### src/rtl/bus_pkg.sv
// Shared types for the bus fabric: FSM states, access modes, channel limits.
// Latency: n/a (types and constants only).
// Backpressure: n/a.
package bus_pkg;

  localparam int MAX_NDEV = 8;
  localparam int CH_W     = $clog2(MAX_NDEV);

  typedef enum logic [1:0] {
    IDLE   = 2'd0,
    ACCESS = 2'd1,
    RESP   = 2'd2,
    ERR    = 2'd3
  } state_e;

  typedef enum logic [1:0] {
    BYTE = 2'd0,
    HALF = 2'd1,
    WORD = 2'd2
  } mode_e;

endpackage

### src/rtl/bus_decode.sv
// Address window match with lowest-index priority; yields hit, channel and offset.
// Latency: purely combinational, zero cycles.
// Backpressure: none; the result is valid whenever addr is valid.
module bus_decode
  import bus_pkg::*;
#(
  parameter int                 NDEV  = 4,
  parameter logic [NDEV*32-1:0] BASES = {NDEV{32'h0}},
  parameter logic [NDEV*8-1:0]  MASKS = {NDEV{8'd12}}
) (
  input  logic [31:0]     addr,
  output logic            hit,
  output logic [CH_W-1:0] idx,
  output logic [31:0]     offset
);

  logic [31:0] base;
  logic [31:0] win;

  // Scan from the top index down so the lowest matching window is written last and wins.
  always_comb begin
    hit    = 1'b0;
    idx    = '0;
    offset = '0;
    base   = '0;
    win    = '0;
    for (int i = NDEV - 1; i >= 0; i--) begin
      base = BASES[i*32 +: 32];
      win  = 32'hFFFF_FFFF << MASKS[i*8 +: 8];
      if ((addr & win) == (base & win)) begin
        hit    = 1'b1;
        idx    = CH_W'(i);
        offset = addr - base;
      end
    end
  end

endmodule

### src/rtl/bus_fabric.sv
// Single-master to NDEV-device bus bridge with window decode, ack timeout and error reporting.
// Latency: request in cycle N, device strobe in N+1, m_done no earlier than N+2.
// Backpressure: master holds its request until m_done; devices stall the access by withholding d_ack.
// Optional: define BUS_FABRIC_ERRLOG_EN to add err_addr / err_cnt error logging outputs.
module bus_fabric
  import bus_pkg::*;
#(
  parameter int                 NDEV    = 4,
  parameter int                 DW      = 32,
  parameter logic [NDEV*32-1:0] BASES   = {NDEV{32'h0}},
  parameter logic [NDEV*8-1:0]  MASKS   = {NDEV{8'd12}},
  parameter int                 TIMEOUT = 16
) (
  input  logic              clk,
  input  logic              rst,
  input  logic              m_r_en,
  input  logic              m_w_en,
  input  logic [31:0]       m_addr,
  input  logic [1:0]        m_mode,
  input  logic [DW-1:0]     m_w_data,
  output logic [DW-1:0]     m_r_data,
  output logic              m_done,
  output logic              m_busy,
  output logic [NDEV-1:0]   d_r_en,
  output logic [NDEV-1:0]   d_w_en,
  output logic [31:0]       d_addr,
  output logic [DW-1:0]     d_w_data,
  output logic [1:0]        d_mode,
  input  logic [NDEV*DW-1:0] d_r_data,
  input  logic [NDEV-1:0]   d_ack,
  output logic              m_err
`ifdef BUS_FABRIC_ERRLOG_EN
  ,
  output logic [31:0]       err_addr,
  output logic [7:0]        err_cnt
`endif
);

  state_e          state;
  state_e          state_nx;
  logic [NDEV-1:0] sel_oh;     // one-hot selected channel, all-zero when unmapped
  logic [NDEV-1:0] sel_nx;
  logic            is_wr;
  logic            pend_rd;    // read half of a simultaneous read+write, served after the write
  logic [7:0]      cnt;
  logic            req;
  logic            mapped;
  logic            ack_hit;
  logic [DW-1:0]   rd_sel;
  logic            dec_hit;
  logic [CH_W-1:0] dec_idx;
  logic [31:0]     dec_off;

  bus_decode #(
    .NDEV  (NDEV),
    .BASES (BASES),
    .MASKS (MASKS)
  ) u_decode (
    .addr   (m_addr),
    .hit    (dec_hit),
    .idx    (dec_idx),
    .offset (dec_off)
  );

  assign req     = m_r_en | m_w_en;
  assign mapped  = |sel_oh;
  assign ack_hit = |(d_ack & sel_oh);
  assign m_busy  = (state != IDLE);
  assign m_done  = (state == RESP) || (state == ERR);
  assign d_r_en  = (state == ACCESS && !is_wr) ? sel_oh : '0;
  assign d_w_en  = (state == ACCESS &&  is_wr) ? sel_oh : '0;

  // Turn the decoder index into a one-hot select and pick the selected channel's read data.
  always_comb begin
    sel_nx = '0;
    rd_sel = '0;
    for (int i = 0; i < NDEV; i++) begin
      sel_nx[i] = dec_hit && (dec_idx == CH_W'(i));
      if (sel_oh[i]) rd_sel = d_r_data[i*DW +: DW];
    end
  end

  // Next-state logic. An unmapped request spends one strobe-less ACCESS cycle before ERR,
  // so error completions keep the same two-cycle minimum latency as good ones.
  always_comb begin
    state_nx = state;
    case (state)
      IDLE:    if (req) state_nx = ACCESS;
      ACCESS: begin
        if (!mapped)                        state_nx = ERR;
        else if (ack_hit)                   state_nx = RESP;
        else if (cnt == 8'(TIMEOUT - 1))    state_nx = ERR;
      end
      RESP:    state_nx = pend_rd ? ACCESS : IDLE;
      ERR:     state_nx = IDLE;
      default: state_nx = IDLE;
    endcase
  end

  // State register plus the request/response datapath registers.
  always_ff @(posedge clk) begin
    if (rst) begin
      state    <= IDLE;
      sel_oh   <= '0;
      is_wr    <= 1'b0;
      pend_rd  <= 1'b0;
      cnt      <= '0;
      d_addr   <= '0;
      d_w_data <= '0;
      d_mode   <= '0;
      m_r_data <= '0;
      m_err    <= 1'b0;
    end else begin
      state <= state_nx;
      case (state)
        IDLE: begin
          if (req) begin
            sel_oh   <= sel_nx;
            d_addr   <= dec_off;
            d_w_data <= m_w_data;
            d_mode   <= m_mode;
            is_wr    <= m_w_en;
            pend_rd  <= m_w_en & m_r_en;
            cnt      <= '0;
          end
        end
        ACCESS: begin
          if (state_nx == RESP) begin
            if (!is_wr) m_r_data <= rd_sel;
            m_err <= 1'b0;
          end else if (state_nx == ERR) begin
            m_r_data <= '0;
            m_err    <= 1'b1;
            pend_rd  <= 1'b0;
          end else begin
            cnt <= cnt + 8'd1;
          end
        end
        RESP: begin
          if (pend_rd) begin
            is_wr   <= 1'b0;
            pend_rd <= 1'b0;
            cnt     <= '0;
          end
        end
        default: ;
      endcase
    end
  end

`ifdef BUS_FABRIC_ERRLOG_EN
  logic [31:0] req_addr;

  // Remember the faulting master address and count errors, saturating at 255.
  always_ff @(posedge clk) begin
    if (rst) begin
      req_addr <= '0;
      err_addr <= '0;
      err_cnt  <= '0;
    end else begin
      if (state == IDLE && req) req_addr <= m_addr;
      if (state == ACCESS && state_nx == ERR) begin
        err_addr <= req_addr;
        if (err_cnt != 8'hFF) err_cnt <= err_cnt + 8'd1;
      end
    end
  end
`endif

endmodule

### config.mk
export PLATFORM = sky130hd
export DESIGN_NAME = bus_fabric
export DESIGN_NICKNAME = d
export VERILOG_FILES = /design/src/rtl/bus_pkg.sv /design/src/rtl/bus_decode.sv /design/src/rtl/bus_fabric.sv
export SDC_FILE = /design/constraint.sdc
export NUM_CORES = 1
export LEC_CHECK = 0
export BUFFER_PORTS_ARGS = -buffer_cell sky130_fd_sc_hd__buf_4
export CORE_AREA = 2 2 120 122
export DETAILED_ROUTE_END_ITERATION = 6
export DIE_AREA = 0 0 122 124
export PLACE_DENSITY = 0.68
export SLEW_MARGIN = 20
export SYNTH_ARGS = -nofsm -noshare
export SYNTH_HDL_FRONTEND = slang
export SYNTH_SLANG_ARGS = --single-unit
### constraint.sdc
create_clock -name clk -period 5.8 [get_ports clk]
set_clock_uncertainty 0.15 [all_clocks]
set_input_delay 1.16 -clock clk [delete_from_list [all_inputs] [get_ports clk]]
set_output_delay 1.16 -clock clk [all_outputs]
set_load 0.02 [all_outputs]
; ---- Word level (Yosys, flattened, before mapping)
; Index checks and enable logic that the tools add are counted.
[classes]
add_sub_neg = 1
eq_ne = 12
mux = 28
n_bitwise = 3
n_reduce_logical = 17
[op_table]
columns = operator, count
row1 = $mux W32, 5
row2 = $logic_not A32 Y1, 1
row3 = $mux W8, 4
row4 = $pmux W8 S3, 1
row5 = $mux W1, 11
row6 = $ne A2 B2 Y1 const B, 5
row7 = $add A8 B1 Y8 const B, 1
row8 = $eq A2 B2 Y1 const B, 4
row9 = $eq A8 B4 Y1 const B, 1
row10 = $mux W2, 4
row11 = $pmux W2 S4, 1
row12 = $reduce_and A3 Y1, 2
row13 = $reduce_bool A2 Y1, 3
row14 = $reduce_and A5 Y1, 1
row15 = $and A4 B1 Y4, 1
row16 = $reduce_and A2 Y1, 2
row17 = $reduce_and A4 Y1, 1
row18 = $reduce_or A4 Y1, 1
row19 = $pmux W1 S3, 1
row20 = $reduce_bool A3 Y1, 1
row21 = $eq A2 B1 Y1 const B, 1
row22 = $logic_and A1 B1 Y1, 2
row23 = $logic_not A2 Y1, 1
row24 = $ne A2 B1 Y1 const B, 1
row25 = other kinds (5), 5
[totals]
register_bits = 112
input_bits = 202
output_inout_bits = 109
word_cells = 71

; ---- Logic depth before layout (Yosys ltp)
[logic_depth]
ltp_word = 9
depth_mapped = 10
ltp_nobuf = 7

; ---- By module
; Synthesis repeated with hierarchy kept, for this count alone.
[hier_totals]
cells_unflattened = 745
area_unflattened_um2 = 5874.4
[modules_own_cells]
columns = mod, instances, cells_each, area_each_um2, seq_area_each_um2
row1 = bus_fabric, 1, 685, 5412.7, 2302.2
row2 = bus_decode, 1, 60, 461.7, 0.0

; ---- Worst setup path after synthesis
; No wires, ideal clock.
[synth_timing]
path_type = input to register
start = input d_ack[0]
end = register m_r_data[10]
setup_time_ps = 116
arrival_time_ps = 2373
slack_ps = 3161
stages = 6
path_buffers = 1
cell_sequence = a21bo_2 -> a32o_1 -> o21ai_2 -> clkbuf_1 -> a21oi_1 -> a31o_2
[synth_between]
elab_chain_len = 8
[synth_lines]
columns = item, line_no
row1 = start: declaration, bus_fabric.sv:30  ; input logic [NDEV-1:0] d_ack,
row2 = $and A4 B1 Y4 *, bus_fabric.sv:67  ; assign ack_hit = |(d_ack & sel_oh);
row3 = $reduce_or A4 Y1 *, bus_fabric.sv:67
row4 = $mux W2 *, bus_fabric.sv:91  ; else if (ack_hit) state_nx = RESP;
row5 = $mux W2 *, bus_fabric.sv:90  ; if (!mapped) state_nx = ERR;
row6 = $pmux W2 S4 *, bus_fabric.sv:87  ; case (state)
row7 = "$eq A2 B2 Y1, on equally long branches", "bus_fabric.sv:128, bus_fabric.sv:131"
row8 = $ne A2 B2 Y1 (no source line) / $reduce_bool A2 Y1 (equally long branches), --
row9 = $reduce_and A3 Y1 (no source line), --
row10 = end signal: assignment, bus_fabric.sv:129  ; if (!is_wr) m_r_data <= rd_sel;
row11 = end: declaration, bus_fabric.sv:21  ; output logic [DW-1:0] m_r_data,
; Every way passes the cells marked *; elsewhere a longest branch is shown, timed or not.
; A chain may end at the register's enable or synchronous reset.

; ---- Final worst setup path
[layout_timing]
start = input d_ack[0]
end = register m_r_data[26]
; The elaborated chain is that of the path after synthesis.

==> impl_metrics.yaml <==
yosys:
  synthArstFlopShare: 0
  yosysUniqueCellTypes: 45
  synth.cell_area_um2: 4430
  ys_ff_latch: 112
  yosys_warnings: 0
  netlist_instances: 499
  yosys_most_used_dff: "dfxtp_1"
  ys_seq_area_frac: 0.506
  syn_avg_cell_area_um2: 8.88
  post-synth-top-area-cell: "dfxtp_1"
  synth_top_area_frac: 0.506
  synth_top_cells_by_area: "dfxtp_1, a21oi_1, nand2_1"
  synth-edff-count: 0
global_routing:
  grt_use_met3: 0.0687
  grt_use_met2: 0.273
  top_usage_layer: "met2"
  grt_start_max_net_pins: 90
  grt_pass1_vias: 4002
  overflow: 0
  grt_first_pass_wirelength_um: 20400
  antenna_found_initial: 0
  use_met1: 0.210
  track_usage: 0.172
clock_network:
  cts.reportedPaths.clkPinSlew_ns: 0.07
  ctsRootBufferMaster: "clkbuf_16"
  cts_tree: "yes"
  cts_buffer_depth: 2
  cts_buffers: 9
  post_cts_buffers: 0
  cts_hold_buf: 0
  clk_latency_ns: 0.35
  cts.repair.resized: 0
  cts.sinks: 112
  htree_levels: 3
power_and_ir_drop:
  leakagePower_nw: 2.86
  p_sw_frac: 0.270
  p_per_area_nw_per_um2: 284
  net-switching-power_mw: 0.489
  p_seq_frac: 0.450
  clock_power_share: 0.389
  irDropWorstVdd_uv: 143
  internal-power_mw: 1.32
  comb_power_share: 0.161
critical_path:
  cp-end-kind: "flip-flop"
  cp.arrival_ns: 3.12
  cp.required_ns: 5.95
  cp_max_fo: 33
  critPathKind: "input port to flip-flop"
  worstSetupStartpoint: "d_ack[0]"
  r2r_start: "state[1]$_SDFF_PP0_"
  crit_path_start_kind: "input port"
timing:
  clock.fmax_ghz: 0.337
  finalSetupTns_ns: 0
  worst_slew_pin_slew_ns: 0.906
  final.period_utilization: 0.512
  slew_violations: 0
  rsz0062_at_grt: "no"
  setup_viol: 0
  slew_headroom: 0.394
  fin_crit_ns: 2.97
  hold_viol_final: 0
placed_design:
  placed_cell_area_um2: 6040
  gp_congestion: 0.805
  dp_hpwl_um: 9470
  port_buffers: 205
drt:
  vias: 4186
  viasPerCell: 4.83
  wl_um: 13300
  antenna_left: 0
  wl_per_cell_um: 15.3
  drtIter0Drc: 223
  drc: 0
  dr.pass1.iters: 4
cells_and_area:
  drive_gt1_frac: 0.390
  antenna_cells: 0
  fillers: 1326
  areaGrowthSynthToFinish_pct: 44.1
  fin_area_um2: 6380
  finalNetCount: 889
die:
  die_h_um: 124
  die_w_um: 122
  fp.dieArea_um2: 15100
  initial_core_util: 0.323
  row_count: 43
  core_area_um2: 13700
  io_pins: 311
job:
  drv_cap: 0
worst_hold_path:
  hold_path_class: "flip-flop to flip-flop"
  hp-start: "d_w_data[1]$_SDFFE_PP0P_"
outcome:
  status: "completed"
## cell usage in the layout, fill, tap and decap left out, types with 2 or more instances in the layout
master / count
a2111oi_0: 3
a21oi_1: 73
a22oi_1: 12
a31o_2: 31
and2_1: 20
and3_1: 2
buf_4: 210
bufinv_16: 2
clkbuf_16: 9
clkbuf_8: 2
conb_1: 6
dfxtp_1: 112
ha_1: 5
inv_1: 9
inv_6: 2
nand2_1: 75
nand2b_1: 33
nand3_1: 3
nand4_1: 3
nor2_1: 28
nor2_2: 2
nor3_1: 2
nor4_1: 6
o211ai_1: 2
o21ai_0: 7
xor2_1: 6
## critical path, cell delays in order
cell and delay [ns]:
buf_4 0.12, a21bo_2 0.21, a32o_1 0.26, o21ai_2 0.12
buf_4 0.34, and2_2 0.62, a31o_2 0.26
## per-stage QoR
stage          utilization  setup slack, ns  total power, mW  instances  hold slack, ns
6_report             0.465             2.83             1.81        867           0.306
3_3_place_gp         0.440             2.15             1.12        851           0.293
4_1_cts              0.465             2.48             1.83        867           0.308
3_5_place_dp         0.440             2.11             1.13        851           0.297
2_1_floorplan            -             3.16            0.997        504           0.304
5_1_grt              0.465             2.74             1.90        867           0.323
## path summary, 6_finish.rpt
kind,to,slack [ns],cells past startpoint
worst min register to register,d_w_data[1]$_SDFFE_PP0P_,0.31,2
worst max register to register,m_r_data[26]$_SDFFE_PP0P_,2.95,8
worst min-delay path,d_w_data[1]$_SDFFE_PP0P_,0.31,2
worst max-delay path,m_r_data[26]$_SDFFE_PP0P_,2.83,7
## layer usage
| layer | wire [um] | share of wire |
|---|---|---|
| met5 | 0 | 0 |
| met4 | 220 | 0.017 |
| met3 | 1380 | 0.10 |
| met2 | 6020 | 0.45 |
| met1 | 5680 | 0.43 |
## Yosys cell counts, drive strengths merged (5+ instances only)
cell type and number:
clkbuf 22, nand2b 33, nand2 75, inv 9
a21oi 73, and2 21, dfxtp 112, nor4 7
ha 5, xor2 6, a31o 32, a22oi 12
nor2 30, buf 21, o21ai 10
## power groups by stage
stage | logic [mW] | registers, mW | clock network [mW]
3_5_place_dp | 0.293 | 0.833 | 0
5_1_grt | 0.321 | 0.819 | 0.763
4_1_cts | 0.294 | 0.815 | 0.723
2_1_floorplan | 0.138 | 0.859 | 0
6_report | 0.292 | 0.815 | 0.704
3_3_place_gp | 0.287 | 0.831 | 0
## sequential cells by signal, summed over array words and instances, names as in the netlist
signal / flops
d_addr: 32
d_w_data: 32
m_r_data: 32
cnt: 8
d_mode: 2
state: 2
is_wr: 1
m_err: 1
pend_rd: 1
sel_oh: 1
## logic make-up (layout without fill, tap and decap cells)
group | after synthesis | in the layout | synth area share
xor gates and xnor gates | 6 | 6 | 0.0119
adders and majority gates | 5 | 5 | 0.0141
muxes | 2 | 2 | 0.00480
AOI/OAI and AO/OA | 140 | 140 | 0.204
DFF | 112 | 112 | 0.506
and+or+nand+nor | 181 | 181 | 0.201
other | 1 | 6 | 0.000846
buffers and inverters | 52 | 235 | 0.0573
## final cells by class
| cell class | count | area [um^2] | area share |
|---|---|---|---|
| multi-input cells | 340 | 1970 | 0.308 |
| clock buffers | 11 | 253 | 0.0396 |
| clock inverters | 5 | 86.3 | 0.0135 |
| inverters | 9 | 33.8 | 0.00529 |
| repair buffers | 210 | 1580 | 0.247 |
| flip-flops and latches | 112 | 2240 | 0.351 |
| well taps | 180 | 225 | 0.0353 |
No activity file was read; power rests on OpenSTA's default activity.
